## src/rtl/if_stage.sv

```systemverilog
// if_stage -- instruction-fetch stage of the five-stage RISC-V core.
//
// Owns the program counter, drives the instruction ROM and holds the IF/ID
// pipeline register that feeds the decode stage. A taken redirect from ID
// squashes the wrong-path word fetched in the same cycle (no delay slot).
//
// Ports:
//   clk                     in   1  clock, all state on rising edge
//   rst                     in   1  asynchronous active-high reset
//   stall                   in   6  ctrl stall vector: [0] PC, [1] IF, [2] ID
//   branch_flag_i           in   1  taken redirect resolved in ID this cycle
//   branch_target_address_i in  32  redirect target from ID
//   rom_data_i              in  32  instruction word at rom_addr_o
//   rom_addr_o              out 32  current PC
//   rom_ce_o                out  1  ROM chip enable
//   id_pc_o                 out 32  PC of instruction held in IF/ID
//   id_inst_o               out 32  instruction held in IF/ID
module if_stage #(
  parameter logic [31:0] RESET_PC    = 32'h0000_0000,
  parameter logic [31:0] BUBBLE_INST = 32'h0000_0000
) (
  input  logic        clk,
  input  logic        rst,
  input  logic [5:0]  stall,
  input  logic        branch_flag_i,
  input  logic [31:0] branch_target_address_i,
  input  logic [31:0] rom_data_i,
  output logic [31:0] rom_addr_o,
  output logic        rom_ce_o,
  output logic [31:0] id_pc_o,
  output logic [31:0] id_inst_o
);

  logic        ce_reg;
  logic [31:0] pc_reg, pc_next;
  logic [31:0] id_pc_reg, id_pc_next;
  logic [31:0] id_inst_reg, id_inst_next;

  // Upper stall bits belong to later stages; target low bits are discarded
  // because fetch addresses are always word aligned.
  logic unused_bits;
  assign unused_bits = ^{stall[5:3], branch_target_address_i[1:0]};

  // PC: a stall beats a concurrent redirect; the branch is still in ID
  // (also stalled) and will re-assert once the stall clears.
  always_comb begin
    pc_next = pc_reg + 32'd4;
    if (!ce_reg)
      pc_next = RESET_PC;
    else if (stall[0])
      pc_next = pc_reg;
    else if (branch_flag_i)
      pc_next = {branch_target_address_i[31:2], 2'b00};
  end

  // IF/ID: insert a bubble when IF stalls but ID moves on, hold when both
  // stall, and flush the wrong-path fetch on redirect or before fetch starts.
  always_comb begin
    id_pc_next   = pc_reg;
    id_inst_next = rom_data_i;
    if (stall[1]) begin
      if (stall[2]) begin
        id_pc_next   = id_pc_reg;
        id_inst_next = id_inst_reg;
      end else begin
        id_pc_next   = 32'd0;
        id_inst_next = BUBBLE_INST;
      end
    end else if (!ce_reg || branch_flag_i) begin
      id_pc_next   = 32'd0;
      id_inst_next = BUBBLE_INST;
    end
  end

  always_ff @(posedge clk or posedge rst) begin
    if (rst) begin
      ce_reg      <= 1'b0;
      pc_reg      <= RESET_PC;
      id_pc_reg   <= 32'd0;
      id_inst_reg <= BUBBLE_INST;
    end else begin
      ce_reg      <= 1'b1;
      pc_reg      <= pc_next;
      id_pc_reg   <= id_pc_next;
      id_inst_reg <= id_inst_next;
    end
  end

  assign rom_addr_o = pc_reg;
  assign rom_ce_o   = ce_reg;
  assign id_pc_o    = id_pc_reg;
  assign id_inst_o  = id_inst_reg;

endmodule

```

## config.mk

```make
export PLATFORM = sky130hd
export DESIGN_NAME = if_stage
export DESIGN_NICKNAME = d
export VERILOG_FILES = /design/src/rtl/if_stage.sv
export SDC_FILE = /design/constraint.sdc
export NUM_CORES = 1
export LEC_CHECK = 0
export BUFFER_PORTS_ARGS = -buffer_cell sky130_fd_sc_hd__clkbuf_2
export CAP_MARGIN = 20
export CORE_UTILIZATION = 45
export CTS_CLUSTER_SIZE = 10
export DETAILED_ROUTE_END_ITERATION = 8
export PLACE_DENSITY_LB_ADDON = 0.25
export RECOVER_POWER = 100
export SLEW_MARGIN = 20
export SYNTH_ARGS = -nofsm -noshare
export SYNTH_HDL_FRONTEND = slang
export SYNTH_SLANG_ARGS = --single-unit
```

## constraint.sdc

```tcl
create_clock -name clk -period 3.5 [get_ports clk]
set_clock_uncertainty 0.15 [all_clocks]
set_input_delay 0.875 -clock clk [delete_from_list [all_inputs] [get_ports clk]]
set_output_delay 0.875 -clock clk [all_outputs]
set_load 0.01 [all_outputs]
```

==> flow_metrics.tcl <==
set metrics [dict create \
    place_inst 701 \
    grt_antenna_before_repair 0 \
    dr.pass1.iters 5 \
    final_antenna_net_count 0 \
    cp_data_arrival_time_ns 1.89 \
    layout.area.seq_um2 2350 \
    cts.htree.levels 3 \
    netlist_top_cells_count "dfrtp_1, a22o_1, nand2_1" \
    layout.nets 653 \
    drt_iter0_drc 286 \
    tns_ns 0 \
    clkSinkCount 94 \
    synth-seq-cells 94 \
    synth_top_area_share 0.523 \
    hold_viol_final 0 \
    synth.yosys.seq_area_share 0.523 \
    period_needed_ns 2.92 \
    critPathTopFamily "buffers and inverters" \
    num_io_pins 170 \
    insertion_delay_ns 0.37 \
    multi_input_area_um2 1950 \
    cts_tree "yes" \
    die-area_um2 10400 \
    cp.required_ns 2.47 \
    cts_setup_buffers 0 \
    grt_pass1_vias 3816 \
    overflow 0 \
    cts-hold-fix-buffers 0 \
    synthToLayoutAreaGrowth_pct 21.8 \
    ys_top_cells_by_area "dfrtp_1, a22o_1, nand2_1" \
    maxCapViolCount 0 \
    dp_hpwl_mm 9.05 \
    postRouteWirelength_mm 13.1 \
    row_count 36 \
    cts-root-buf "clkbuf_8" \
    start_util 0.462 \
    tightest_slew_ns 1.00 \
    finalMaxSlewViolations 0 \
    setup_violations 0 \
    cts_resized 0 \
    diodes 0 \
    syn-instance-count 436 \
    postSynthAreaPerCell_um2 10.3 \
    critPathKind "flip-flop to output pin" \
    worstSetupEndpointType "output pin" \
    p_per_area_nw_per_um2 422 \
    rsz0062_at_grt "no" \
    synth.distinct_cells 60 \
    crit_chain "clkbuf_1 > clkbuf_2" \
    core_um2 9730 \
    synthArstFlopShare 1.00 \
    start_kind "flip-flop" \
    die_height_um 102 \
    vias_per_cell 5.90 \
    num_vias 4232 \
    critPathMaxFanout 16 \
    post-route-period-util 0.833 \
    placed_cell_area_um2 5380 \
    synth_area_um2 4490 \
    stdcell_count 717 \
    cts.path.max_buffers 2 \
    synthMostInstantiatedCell "dfrtp_1" \
    drt-wirelength-per-cell_um 18.3 \
    cts-buffers-inserted 9 \
    place.gp.congestion 0.880 \
    status "finished, final reports clean" \
    grt_max_degree 65 \
    slew_headroom 0.332 \
    fp.dieW_um 102 \
    p_leak_nw 2.45 \
    grt_pass1_wl_mm 19.6 \
    drive_gt1_frac 0.159 \
    vdd_drop_max_v 0.000175 \
    port_buffers 162 \
    grt_usage 0.249 \
    hp-class "flip-flop to flip-flop" \
    ys.flop_type "dfrtp_1" \
    clk_pin_slew_worst_paths_ns 0.09 \
    drc 0 \
    yosysTopAreaCell "dfrtp_1" \
    crit_path_max_incr_delay_ns 0.64 \
    stdcell_area_um2 5470 \
    nFillCells 947 \
    fmax_mhz 343 \
    cp_slowest_cell "clkbuf_1" \
    crit_buf_inv 2 \
    yosysWarnings 0 \
    synth_edf_count 0 \
]
[cells in the final DEF, fill, tap and decap left out, drive strengths merged, types with 2 or more instances in the layout]
| cell type | instances |
|---|---|
| nand2 | 34 |
| o41ai | 2 |
| nor3 | 13 |
| nor3b | 2 |
| a22oi | 6 |
| and3 | 11 |
| nor2 | 21 |
| o21ai | 15 |
| nor2b | 3 |
| buf | 2 |
| o211ai | 7 |
| and4 | 4 |
| nand3 | 16 |
| a21oi | 11 |
| o31ai | 3 |
| o311ai | 2 |
| clkinv | 2 |
| nor4 | 7 |
| a22o | 63 |
| a31oi | 7 |
| a221o | 2 |
| conb | 3 |
| or3 | 3 |
| nand4 | 13 |
| dfrtp | 94 |
| a221oi | 3 |
| a32oi | 3 |
| mux2i | 3 |
| o22ai | 5 |
| bufinv | 3 |
| nand2b | 2 |
| o31a | 2 |
| o21a | 3 |
| inv | 7 |
| clkbuf | 180 |
| and2 | 6 |
| or4 | 2 |
| a211oi | 2 |
[cell type report]
cell class	count	area share
clock buffer	10	0.0233
tap	133	0.0304
inverter	7	0.00526
timing repair buffer	172	0.134
clock inverter	6	0.0210
multi-input combinational	295	0.356
sequential	94	0.430
[kinds of logic (layout without fill, tap and decap cells)]
family	after synthesis	after routing	synth area share
AO/OA/AOI/OAI	148	148	0.256
AND/OR/NAND/NOR	139	139	0.161
flip-flops	94	94	0.523
buffers and inverters	48	195	0.0459
multiplexers	4	4	0.00919
other	2	3	0.00167
adder cells (fa/ha/maj)	1	1	0.00278
[where the power goes]
part	switching (mW)	internal (mW)	leakage, nW	total [mW]
Combinational	0.159	0.0953	1.04	0.254
Sequential	0.0568	1.12	1.28	1.18
Clock	0.395	0.480	0.117	0.874
Total	0.610	1.70	2.45	2.31
[layer usage]
layer | vias to the layer above | wire, µm | track usage
li1 | 1951 | - | -
met3 | 24 | 989 | 0.0643
met1 | 2070 | 6010 | 0.343
met4 | 0 | 216 | 0.0857
met2 | 187 | 5900 | 0.381
met5 | - | 0 | 0
[through the flow]
step	hold WS [ns]	worst slack (ns)	power [mW]	util
global route	0.377	0.503	2.41	0.563
floorplan	0.394	0.0263	1.34	-
finish	0.362	0.585	2.31	0.563
detailed placement	0.341	0.838	1.47	0.553
CTS	0.364	1.03	2.34	0.578
global placement	0.337	0.882	1.46	0.553
[worst paths after layout]
check,startpoint,end,slack (ns),cells past startpoint
max in group asynchronous,rst,id_inst_o[12],1.40,3
worst min register to register,id_pc_o[6],id_pc_o[6],0.36,1
min in group asynchronous,rst,id_inst_o[8],0.50,2
worst max register to register,rom_addr_o[2],rom_addr_o[28],1.01,5
worst min-delay path,id_pc_o[6],id_pc_o[6],0.36,1
worst max-delay path,rom_ce_o,rom_ce_o,0.58,2
[worst reg2reg max path, cell delays in order, from the launching register on]
cell     delay (ns)
dfrtp_1        0.49
ha_1           0.31
nand3_1        0.22
nor4_1         0.78
nand2_1        0.10
a221o_1        0.33
[registers in the layout, summed over array words and instances (netlist names)]
name and cells:
id_inst_o 32, id_pc_o 31, rom_addr_o 30, rom_ce_o 1
Power figures use the tool's default switching activity.
